`src/rtl/frog_game_fsm.sv`:
```
// frog_game_fsm: per-frame collision/goal detection and game-state sequencing
// (IDLE/PLAY/HIT/WIN/OVER) with lives and level counters for the frog game.
// Optional feature macro: FROG_FLASH_EN -- when defined, the frog blinks while
// in HIT (flash toggles every 8 frame ticks, starting high); otherwise flash=0.
module frog_game_fsm #(
  parameter int PLAYER_W     = 32,
  parameter int PLAYER_H     = 32,
  parameter int CAR_W        = 64,
  parameter int CAR_H        = 32,
  parameter int LANE0_Y      = 128,
  parameter int LANE_PITCH   = 64,
  parameter int GOAL_Y       = 32,
  parameter int START_LIVES  = 3,
  parameter int PAUSE_FRAMES = 60,
  parameter int MAX_LEVEL    = 7
) (
  input  logic       CLK,
  input  logic       RST,
  input  logic       frame_tick,
  input  logic       start,
  input  logic [9:0] player_x,
  input  logic [9:0] player_y,
  input  logic [9:0] car_x1,
  input  logic [9:0] car_x2,
  input  logic [9:0] car_x3,
  input  logic [9:0] car_x4,
  output logic       respawn,
  output logic       freeze,
  output logic [2:0] game_state,
  output logic [2:0] lives,
  output logic [2:0] level,
  output logic       hit_pulse,
  output logic       flash
);

  localparam int TW = $clog2(PAUSE_FRAMES + 1);

  typedef enum logic [2:0] {
    S_IDLE = 3'd0,
    S_PLAY = 3'd1,
    S_HIT  = 3'd2,
    S_WIN  = 3'd3,
    S_OVER = 3'd4
  } state_t;

  state_t        state_q, state_d;
  logic [2:0]    lives_q, lives_d;
  logic [2:0]    level_q, level_d;
  logic [TW-1:0] timer_q, timer_d;
  logic          respawn_q, respawn_d;
  logic          hit_q, hit_d;
  logic          freeze_q, freeze_d;
  logic          collision;
  logic [9:0]    car_x [4];

  assign car_x[0] = car_x1;
  assign car_x[1] = car_x2;
  assign car_x[2] = car_x3;
  assign car_x[3] = car_x4;

  // Box overlap test; all sums widened to 11 bits so a car near x=1023 cannot wrap.
  always_comb begin
    logic [10:0] px, py, cx, ly;
    collision = 1'b0;
    px = {1'b0, player_x};
    py = {1'b0, player_y};
    for (int i = 0; i < 4; i++) begin
      cx = {1'b0, car_x[i]};
      ly = 11'(LANE0_Y + i * LANE_PITCH);
      if ((px < cx + 11'(CAR_W)) && (cx < px + 11'(PLAYER_W)) &&
          (py < ly + 11'(CAR_H)) && (ly < py + 11'(PLAYER_H)))
        collision = 1'b1;
    end
  end

  // Next-state, counter and pulse logic; frame_tick only matters in PLAY/HIT/WIN.
  always_comb begin
    state_d   = state_q;
    lives_d   = lives_q;
    level_d   = level_q;
    timer_d   = timer_q;
    respawn_d = 1'b0;
    hit_d     = 1'b0;
    case (state_q)
      S_IDLE, S_OVER: begin
        if (start) begin
          state_d   = S_PLAY;
          respawn_d = 1'b1;
          lives_d   = 3'(START_LIVES);
          level_d   = 3'd0;
        end
      end
      S_PLAY: begin
        if (frame_tick) begin
          if (collision) begin
            state_d = S_HIT;
            lives_d = (lives_q != 3'd0) ? lives_q - 3'd1 : 3'd0;
            hit_d   = 1'b1;
            timer_d = TW'(PAUSE_FRAMES);
          end else if (player_y <= 10'(GOAL_Y)) begin
            state_d = S_WIN;
            level_d = (level_q >= 3'(MAX_LEVEL)) ? level_q : level_q + 3'd1;
            timer_d = TW'(PAUSE_FRAMES);
          end
        end
      end
      S_HIT, S_WIN: begin
        if (frame_tick) begin
          if (timer_q <= TW'(1)) begin
            timer_d = '0;
            if (state_q == S_HIT && lives_q == 3'd0) begin
              state_d = S_OVER;
            end else begin
              state_d   = S_PLAY;
              respawn_d = 1'b1;
            end
          end else begin
            timer_d = timer_q - TW'(1);
          end
        end
      end
      default: state_d = S_IDLE;
    endcase
    freeze_d = (state_d != S_PLAY);
  end

  // State, counters and registered outputs.
  always_ff @(posedge CLK) begin
    if (RST) begin
      state_q   <= S_IDLE;
      lives_q   <= 3'(START_LIVES);
      level_q   <= 3'd0;
      timer_q   <= '0;
      respawn_q <= 1'b0;
      hit_q     <= 1'b0;
      freeze_q  <= 1'b1;
    end else begin
      state_q   <= state_d;
      lives_q   <= lives_d;
      level_q   <= level_d;
      timer_q   <= timer_d;
      respawn_q <= respawn_d;
      hit_q     <= hit_d;
      freeze_q  <= freeze_d;
    end
  end

`ifdef FROG_FLASH_EN
  logic       flash_q, flash_d;
  logic [2:0] fcnt_q, fcnt_d;

  // Blink control: high on HIT entry, toggles after every 8th tick spent in HIT.
  always_comb begin
    flash_d = 1'b0;
    fcnt_d  = 3'd0;
    if (state_d == S_HIT) begin
      if (state_q != S_HIT) begin
        flash_d = 1'b1;
      end else begin
        flash_d = flash_q;
        fcnt_d  = fcnt_q;
        if (frame_tick) begin
          fcnt_d = fcnt_q + 3'd1;
          if (fcnt_q == 3'd7) flash_d = ~flash_q;
        end
      end
    end
  end

  // Blink register.
  always_ff @(posedge CLK) begin
    if (RST) begin
      flash_q <= 1'b0;
      fcnt_q  <= 3'd0;
    end else begin
      flash_q <= flash_d;
      fcnt_q  <= fcnt_d;
    end
  end

  assign flash = flash_q;
`else
  assign flash = 1'b0;
`endif

  assign respawn    = respawn_q;
  assign hit_pulse  = hit_q;
  assign freeze     = freeze_q;
  assign game_state = state_q;
  assign lives      = lives_q;
  assign level      = level_q;

endmodule

```
`config.mk`:
```
export PLATFORM = sky130hd
export DESIGN_NAME = frog_game_fsm
export DESIGN_NICKNAME = d
export VERILOG_FILES = /design/src/rtl/frog_game_fsm.sv
export SDC_FILE = /design/constraint.sdc
export NUM_CORES = 1
export LEC_CHECK = 0
export BUFFER_PORTS_ARGS = -buffer_cell sky130_fd_sc_hd__buf_2
export CAP_MARGIN = 10
export CORE_UTILIZATION = 51
export CTS_BUF_LIST = sky130_fd_sc_hd__clkbuf_4
export CTS_CLUSTER_DIAMETER = 200
export DETAILED_ROUTE_END_ITERATION = 12
export PLACE_DENSITY = 0.83
export SYNTH_ARGS = -nofsm -noshare
export SYNTH_HDL_FRONTEND = slang
export SYNTH_SLANG_ARGS = --single-unit
export TNS_END_PERCENT = 50
```
`constraint.sdc`:
```
create_clock -name CLK -period 2.5 [get_ports CLK]
set_clock_uncertainty 0.05 [all_clocks]
set_input_delay 0.125 -clock CLK [delete_from_list [all_inputs] [get_ports CLK]]
set_output_delay 0.125 -clock CLK [all_outputs]
set_load 0.1 [all_outputs]
```
==> results of run 1 <==
-- flip-flops by register name (all words and copies together) (netlist names) --
signal and flops:
freeze 1, hit_pulse 1, timer_q 6, lives 3
game_state 3, level 3, respawn 1
-- routing by layer --
layer	global-route usage, %	vias up	wire length [microns]	share of wire, %
met4	13.5	0	232	2.3
met1	31.6	1723	4000	40
met5	0	-	0	0
met3	4.44	26	619	6.2
li1	-	1759	-	-
met2	54.0	163	5070	51
-- per-stage QoR --
stage	std cells	utilization (%)	hold WS (ps)	area (sq um)
final	600	72.8	79.0	4390
after global routing	600	72.8	118	4390
after CTS	597	69.9	68.1	4210
after detailed placement	594	68.9	395	4150
after global placement	594	68.9	389	4150
after floorplan	399	-	212	3330
-- cell families after synthesis --
kind of cell | Yosys count | share of synthesized area [%]
other | 1 | 0.115
AO/OA/AOI/OAI | 117 | 27.0
XOR/XNOR | 11 | 3.53
buffers and inverters | 46 | 5.76
AND/OR/NAND/NOR | 122 | 20.4
adder cells (fa/ha/maj) | 82 | 31.5
flip-flops | 18 | 11.1
multiplexers | 2 | 0.615
-- worst max-delay path: stages --
cell                        delay (ps)
sky130_fd_sc_hd__buf_2              90
sky130_fd_sc_hd__buf_4             130
sky130_fd_sc_hd__nand3_1           130
sky130_fd_sc_hd__xor2_1            190
sky130_fd_sc_hd__ha_1              310
sky130_fd_sc_hd__o21a_1            150
sky130_fd_sc_hd__o21ai_0           110
sky130_fd_sc_hd__a21o_1            180
sky130_fd_sc_hd__o211ai_1          270
sky130_fd_sc_hd__o2bb2ai_4         130
sky130_fd_sc_hd__nor4_4            530
sky130_fd_sc_hd__a211oi_2          110
sky130_fd_sc_hd__or3b_1            390
-- report_power, final --
part	switching, mW	total (mW)	internal, mW
registers	0.0177	0.322	0.304
logic	0.504	0.882	0.378
clock network	0.0996	0.156	0.0566
-- final timing paths --
path / start / endpoint / cells after the start
setup reg to reg: timer_q[0] / freeze / 10
hold / removal: start / respawn / 3
hold reg to reg: timer_q[4] / timer_q[4] / 2
setup / recovery: car_x3[7] / freeze / 13
-- cell type report --
class | count | area [sq um] | area share, %
Inverter | 40 | 150 | 3.42
Clock buffer | 3 | 22.5 | 0.513
Timing Repair Buffer | 129 | 813 | 18.5
Multi-Input combinational cell | 335 | 2950 | 67.2
Tap cell | 75 | 93.8 | 2.14
Sequential cell | 18 | 360 | 8.21
-- what timing repair did --
item                                    4_1_cts  5_1_grt
setup buffers                                 0        3
endpoints found under the setup margin       12       12
resized for setup                             7       27
pin swaps                                     3        9
-- cell usage in the layout, fill, tap and decap left out, types with 3 or more instances in the layout --
cell and instances:
sky130_fd_sc_hd__ha_1 79, sky130_fd_sc_hd__buf_2 73, sky130_fd_sc_hd__buf_4 52, sky130_fd_sc_hd__inv_1 39
sky130_fd_sc_hd__nor2_1 21, sky130_fd_sc_hd__nand2_1 19, sky130_fd_sc_hd__a21oi_1 19, sky130_fd_sc_hd__dfxtp_1 18
sky130_fd_sc_hd__nand3_1 16, sky130_fd_sc_hd__o21ai_0 16, sky130_fd_sc_hd__nand2b_1 12, sky130_fd_sc_hd__nor3_1 9
sky130_fd_sc_hd__a31oi_1 7, sky130_fd_sc_hd__a211oi_1 7, sky130_fd_sc_hd__a21o_1 7, sky130_fd_sc_hd__nor2b_1 6
sky130_fd_sc_hd__nand4_1 5, sky130_fd_sc_hd__xor2_1 4, sky130_fd_sc_hd__xnor2_1 4, sky130_fd_sc_hd__o21ai_1 4
sky130_fd_sc_hd__o211ai_1 4, sky130_fd_sc_hd__o21a_1 4, sky130_fd_sc_hd__o31ai_1 4, sky130_fd_sc_hd__a211o_1 4
sky130_fd_sc_hd__and2_1 4, sky130_fd_sc_hd__nand3b_1 4, sky130_fd_sc_hd__or2_2 3, sky130_fd_sc_hd__or4_1 3
sky130_fd_sc_hd__nor3b_1 3, sky130_fd_sc_hd__a2111oi_4 3, sky130_fd_sc_hd__o2bb2ai_1 3, sky130_fd_sc_hd__or3_1 3
sky130_fd_sc_hd__a32o_1 3, sky130_fd_sc_hd__ha_4 3, sky130_fd_sc_hd__clkbuf_4 3
==> metrics, run 1 <==
kind of launch point of the worst setup path primary input; proportion of register bits with asynchronous set or reset after synthesis 0%; most numerous cell in the Yosys netlist sky130_fd_sc_hd__ha_1; clock latency on the worst-skew pair 320 ps; Power, Total ~1.4 mW; critical path capture point type register; final antenna diode count 0; via count of the first global-routing pass 3542; num ports 77; clock transition at the registers of the reported paths 100 ps; x dimension of the die 81.9 microns; number of vias after detailed routing 3671; max-cap viol count 0; die area about 6700 sq um; share of the yosys chip area belonging to registers between 10 and 15%; flip-flop and latch count after synthesis 18; half-perimeter wire length after placement 7.89 mm; count of warnings emitted by yosys 0; time the final worst path needs with I/O delays and setup 2690 ps; Post-synth EDFFs 0; worst max-slew margin expressed relative to the limit 66.4%; clock buffers created by TritonCTS 3; final setup slack of the worst path -188 ps; number of antenna violations at the first check in global routing 0; DRC violations left 0; endpoint required time on the critical path roughly 2700 ps; DRC violation total after the first TritonRoute iteration 208; setup-violating endpoint count in the final report 6; maximum VDD drop 378 uV; drt via density roughly 6; Setup TNS Final -531 ps; ratio of total power to cell area 310 nW/um^2; maximum number of pins on one net before global-route repair 18; number of H-tree branching levels 1; mean instance size in the synthesized netlist 8.16 sq um; count of clock tree sinks 18; total routing usage reported by global routing roughly 29%; post-placement setup slack -575 ps; largest cells by area after synthesis sky130_fd_sc_hd__ha_1 32%, sky130_fd_sc_hd__dfxtp_1 11%, sky130_fd_sc_hd__inv_1 4.6%, sky130_fd_sc_hd__o21ai_0 3.1%, sky130_fd_sc_hd__a21oi_1 2.9%; final slew viol count 0; per-cell routed wire length ~17 microns; share of cells above drive strength 1 31.4%; number of rows in the core area 28; violated checks setup timing; Initial Util 54.0%; crit path kind primary input to register; Post-Syn Nets 545; Leak 2.13 nW; area share of the largest cell type after synthesis 31.5%; net count of the finished layout 673; maximum fanout encountered on the critical timing path 6; Detail Route Antenna Nets 0; post-synth top area cell sky130_fd_sc_hd__ha_1; unrepaired setup endpoints after global routing yes; total wire length after detailed routing 9.92 mm; Max Freq 372 MHz; Floorplan Core Area roughly 6000 sq um; cells after synthesis 399; layout overhead on the synthesized area 34.7%; final period utilization 108%; post-synthesis instance area 3260 sq um; Distinct cells, synth 64; Hold/Removal Path Class primary input to register; CTS tree done; number of buffers inserted by port buffering 75; overflow left after global routing 0; routability congestion estimate from global placement 1.00; first-pass GRT wire length 15.2 mm; status finished with violations; worst-case register-to-register setup slack approximately 240 ps; total of hold buffers inserted after clock tree synthesis 0; most numerous cell types in the synthesized netlist 82 x sky130_fd_sc_hd__ha_1, 40 x sky130_fd_sc_hd__inv_1, 21 x sky130_fd_sc_hd__nor2_1, 20 x sky130_fd_sc_hd__o21ai_0; Fillers ~470; height of the die 81.9 microns; top flip-flop cell by instance count after synthesis sky130_fd_sc_hd__dfxtp_1; arrival time of the worst setup path 2850 ps; clock root buffer master sky130_fd_sc_hd__clkbuf_4; CTS max path bufs 2; detailed-routing iteration count for the pre-antenna-repair pass 5; Hold Vio Cnt, Final 0; transition time at the pin with the least slew margin 501 ps
Power figures use the tool's default switching activity.
==> run 2, diff against run 1 <==
- CELL_PAD_IN_SITES_DETAIL_PLACEMENT: not set -> 1
- CELL_PAD_IN_SITES_GLOBAL_PLACEMENT: not set -> 2
- CORE_UTILIZATION: 51 -> 29
- PLACE_DENSITY: 0.83 -> 0.82
==> run 2 against run 1 <==
Compared with the run above: the flow still finishes with violations (setup timing); design area increased by 6.5%; critical path depth decreased by 2; non-clock buffer count increased by 17; setup slack improved by 130 ps; largest cell class unchanged; sequential share of layout area fell by 0.50 points; via count down 2.2%; die area rose by 74%; critical endpoint is now level[1]; utilization shrank 30 points.
==> metrics, run 2 (synthesis results as in run 1) <==
status finished with violations; violated checks setup timing; Leak 2.22 nW; last element of the critical path level[1]; height of the die 108 microns; dpl cells 672; Hold Vio Cnt, Final 0; Fillers 1384; ratio of total power to cell area 305 nW/um^2; overflow left after global routing 0; reg-to-reg endpoint freeze; num ports 77; DRC violations left 0; maximum VDD drop 179 uV; clock root buffer master sky130_fd_sc_hd__clkbuf_4; maximum number of pins on one net before global-route repair 18; Reg2Reg Depth 10; Floorplan Core Area 10900 sq um; crit path kind primary input to register; detailed-routing iteration count for the pre-antenna-repair pass 4; total wire length after detailed routing 11.4 mm; number of H-tree branching levels 1; flip-flop count of the largest register, all copies and words added 6; post-route non-filler standard cell count between 600 and 700; cell depth of the worst hold path 3; max-cap viol count 0; first-pass GRT wire length 18.1 mm; final slew viol count 0; net count of the finished layout ~700; clock latency on the worst-skew pair 300 ps; Hold/Removal Path Class primary input to register; final period utilization 102%; critical path capture point type register; Detail Route Antenna Nets 0; number of antenna violations at the first check in global routing 0; hold_ws roughly 100 ps; number of buffers inserted by port buffering 75; DRC violation total after the first TritonRoute iteration 105; total of hold buffers inserted after clock tree synthesis 0; final setup slack of the worst path -57.3 ps; x dimension of the die 108 microns; kind of launch point of the worst setup path primary input; total routing usage reported by global routing 19.3%; unrepaired setup endpoints after global routing yes; number of vias after detailed routing 3590; arrival time of the worst setup path 2720 ps; launch point of the worst reg-to-reg path timer_q[0]; half-perimeter wire length after placement 9.27 mm; maximum fanout encountered on the critical timing path 4; worst-case register-to-register setup slack between 200 and 250 ps; clock transition at the registers of the reported paths about 120 ps; per-cell routed wire length about 17 microns; Power, Total 1.42 mW; die area 11700 sq um; count of clock tree sinks 18; routability congestion estimate from global placement around 0.8; via count of the first global-routing pass 3801; endpoint required time on the critical path about 2700 ps; Initial Util between 20% and 30%; most frequent cells in the layout 73 x sky130_fd_sc_hd__buf_2, 71 x sky130_fd_sc_hd__ha_1, 69 x sky130_fd_sc_hd__buf_4; clock buffers created by TritonCTS 3; drt via density 5.26; layout overhead on the synthesized area 43.4%; share of cells above drive strength 1 a little over a third; number of rows in the core area 38; share of the core filled with cells in the final layout a little over two fifths; leading cell type in the layout, fill and taps excluded sky130_fd_sc_hd__buf_2; setup-violating endpoint count in the final report 5; Max Freq 391 MHz; time the final worst path needs with I/O delays and setup roughly 2600 ps; launching element of the worst setup path player_x[6]; CTS max path bufs 2; final antenna diode count 0; CTS tree done; register containing the most flip-flops in the final layout timer_q
-- run 2: changes by cell type in the layout (fill, tap and decap cells not counted), sizes merged --
cell	previous run	this run
buf	129	146
clkinv	0	1
-- run 2: area by class of cell --
class / count / area (sq um) / area share, %
Clock inverter: 1 / 3.75 / 0.0804
Inverter: 40 / 150 / 3.21
Timing Repair Buffer: 146 / 941 / 20.1
Clock buffer: 3 / 22.5 / 0.482
Sequential cell: 18 / 360 / 7.71
Tap cell: 140 / 175 / 3.75
Multi-Input combinational cell: 335 / 3020 / 64.6
-- run 2: what timing repair did --
action | CTS | global route
endpoints found under the setup margin | 10 | 11
resized for setup | 15 | 36
pin swaps | 6 | 23
gates cloned | 0 | 0
setup buffers | 2 | 5
-- run 2: worst min path at each step --
stage | startpoint | to | slack (ps)
floorplan | start | respawn | 210
global placement | start | respawn | 410
detailed placement | start | respawn | 410
CTS | start | respawn | 90
global route | start | respawn | 150
finish | start | respawn | 100
-- run 2: stage by stage --
step | TNS, ps | cell area, sq um | worst slack, ps
final | -168 | 4670 | -57.3
after global routing | -741 | 4670 | -122
after CTS | -0.175 | 4450 | -0.175
after detailed placement | -5260 | 4330 | -489
after global placement | -3810 | 4330 | -363
after floorplan | -1.56 | 3330 | -0.877
-- run 2: worst max-delay path, cell delays in order --
cell and delay (ps):
sky130_fd_sc_hd__buf_8 100, sky130_fd_sc_hd__ha_4 170, sky130_fd_sc_hd__xnor2_4 150, sky130_fd_sc_hd__ha_4 290, sky130_fd_sc_hd__nand2_2 50, sky130_fd_sc_hd__or4_4 500, sky130_fd_sc_hd__a31oi_4 210, sky130_fd_sc_hd__o2bb2ai_4 130
sky130_fd_sc_hd__or4_4 520, sky130_fd_sc_hd__a21o_1 220, sky130_fd_sc_hd__a32o_2 240
-- run 2: report_power, final --
part | switching [mW] | leakage (nW) | internal [mW]
Combinational | 0.528 | 2.05 | 0.413
Sequential | 0.0191 | 0.147 | 0.304
Clock | 0.100 | 0.0154 | 0.0582
-- run 2: routing by layer --
metal  wire length [microns]  up-vias  track usage, %
met4                     159        0            3.13
met5                       0        -               0
met3                     272       10           0.964
met1                    4900     1734            22.8
met2                    6060       63            38.1
li1                        -     1783               -
==> run 3, diff against run 2 <==
- CTS_BUF_LIST: sky130_fd_sc_hd__clkbuf_4 -> sky130_fd_sc_hd__clkbuf_8
==> run 3 against run 2 <==
Compared with the run above: the run still ends with setup timing left; register-to-register slack about the same; via count up 0.36%; setup slack worse by 21 ps; non-clock buffer count down 2; combinational power up 2%; sequential cell count unchanged; hold slack better by 40 ps; sequential share of layout area down 0.094 points; critical path depth up 1.
==> metrics, run 3 (synthesis results as in run 1) <==
most frequent cells in the layout 71 x sky130_fd_sc_hd__ha_1, 71 x sky130_fd_sc_hd__buf_2, 68 x sky130_fd_sc_hd__buf_4; total routing usage reported by global routing 19.5%; Power, Total 1.53 mW; crit path kind primary input to register; clock root buffer master sky130_fd_sc_hd__clkbuf_8; hold_ws 141 ps; num ports 77; number of rows in the core area 38; number of vias after detailed routing 3603; arrival time of the worst setup path 2680 ps; count of clock tree sinks 18; endpoint required time on the critical path approximately 2600 ps; Max Freq about 390 MHz; status finished with violations; dpl cells between 600 and 700; number of buffers inserted by port buffering 75; height of the die 108 microns; Floorplan Core Area 10900 sq um; register containing the most flip-flops in the final layout timer_q; total wire length after detailed routing ~11 mm; number of H-tree branching levels 1; time the final worst path needs with I/O delays and setup 2580 ps; Setup TNS Final -323 ps; final setup slack of the worst path -78.4 ps; die area 11700 sq um; first-pass GRT wire length ~18 mm; total of hold buffers inserted after clock tree synthesis 0; critical path capture point type register; Hold Vio Cnt, Final 0; clock buffers created by TritonCTS 3; Detail Route Antenna Nets 0; kind of launch point of the worst setup path primary input; ratio of total power to cell area 323 nW/um^2; net count of the finished layout 688; CTS tree done; violated checks setup timing; Hold/Removal Path Class primary input to register; drt via density between 5 and 6; share of the core filled with cells in the final layout 43.4%; maximum number of pins on one net before global-route repair 18; flip-flop count of the largest register, all copies and words added 6; unrepaired setup endpoints after global routing yes; half-perimeter wire length after placement 9.27 mm; final period utilization 103%; share of cells above drive strength 1 37.5%; final antenna diode count 0; layout overhead on the synthesized area 45.2%; CTS max path bufs 2; x dimension of the die 108 microns; per-cell routed wire length around 17 microns; overflow left after global routing 0; post-route non-filler standard cell count 681; Initial Util 29.9%; Fillers 1378; DRC violation total after the first TritonRoute iteration 107; routability congestion estimate from global placement 0.822; via count of the first global-routing pass between 3000 and 4000; detailed-routing iteration count for the pre-antenna-repair pass 5; clock latency on the worst-skew pair 260 ps; max-cap viol count 0; setup-violating endpoint count in the final report 7; number of antenna violations at the first check in global routing 0; final slew viol count 0; Leak between 2 and 2.5 nW; maximum fanout encountered on the critical timing path 4; DRC violations left 0; maximum VDD drop 194 uV; clock transition at the registers of the reported paths 70 ps
## run 3: cell count changes in the layout (fill, tap and decap cells not counted), moves of 2 or more
cell                       delta
sky130_fd_sc_hd__clkbuf_8     +4
sky130_fd_sc_hd__clkbuf_4     -3
sky130_fd_sc_hd__buf_2        -2
sky130_fd_sc_hd__buf_6        +2
sky130_fd_sc_hd__inv_1        -2
sky130_fd_sc_hd__inv_2        +2
sky130_fd_sc_hd__nand3_2      -2
sky130_fd_sc_hd__nand3_4      +2
sky130_fd_sc_hd__o21ai_2      +2
## run 3: metrics by stage
step                      instance area [sq um]  setup WS [ps]
after CTS                                  4560          -47.3
after detailed placement                   4330           -489
final                                      4730          -78.4
after global placement                     4330           -363
after global routing                       4730           -158
after floorplan                            3330         -0.877
## run 3: final timing paths
| path | cells after the start | from | end | slack (ps) |
|---|---|---|---|---|
| worst max-delay path | 12 | car_x3[6] | level[2] | -80 |
| worst max register to register | 10 | timer_q[0] | freeze | 250 |
| worst min register to register | 2 | timer_q[4] | timer_q[4] | 440 |
| worst min-delay path | 3 | start | respawn | 140 |
## run 3: critical path, stage by stage
cell and delay (ps):
sky130_fd_sc_hd__buf_4 140, sky130_fd_sc_hd__ha_2 190, sky130_fd_sc_hd__xnor2_1 140, sky130_fd_sc_hd__ha_2 340, sky130_fd_sc_hd__o21a_1 130, sky130_fd_sc_hd__o21ai_2 70, sky130_fd_sc_hd__a21o_1 180, sky130_fd_sc_hd__o211ai_1 260
sky130_fd_sc_hd__o2bb2ai_4 130, sky130_fd_sc_hd__or4_4 510, sky130_fd_sc_hd__a21o_1 220, sky130_fd_sc_hd__a32o_1 260
## run 3: report_power, final
part	internal (mW)	switching, mW
clock network	0.140	0.107
logic	0.421	0.537
registers	0.304	0.0186
total	0.866	0.662
## run 3: cell type report
class,count,area [sq um],area share [%]
multi-input combinational,335,3060,64.6
timing repair buffer,144,931,19.7
clock buffer,4,55.1,1.16
sequential,18,360,7.62
inverter,40,150,3.18
tap,140,175,3.70
## run 3: repair_timing
| item | CTS | global route |
|---|---|---|
| setup buffers | 4 | 1 |
| gates resized for setup | 28 | 33 |
| endpoints found under the setup margin | 11 | 13 |
| pin swaps | 11 | 17 |
## run 3: routing by layer
metal | part of all wire (%) | global-route usage, % | vias up | routed length (microns)
met2 | 54 | 37.9 | 68 | 6190
met1 | 42 | 23.0 | 1736 | 4840
met3 | 2.5 | 1.39 | 14 | 291
li1 | - | - | 1785 | -
met5 | 0 | 0 | - | 0
met4 | 1.4 | 4.21 | 0 | 157
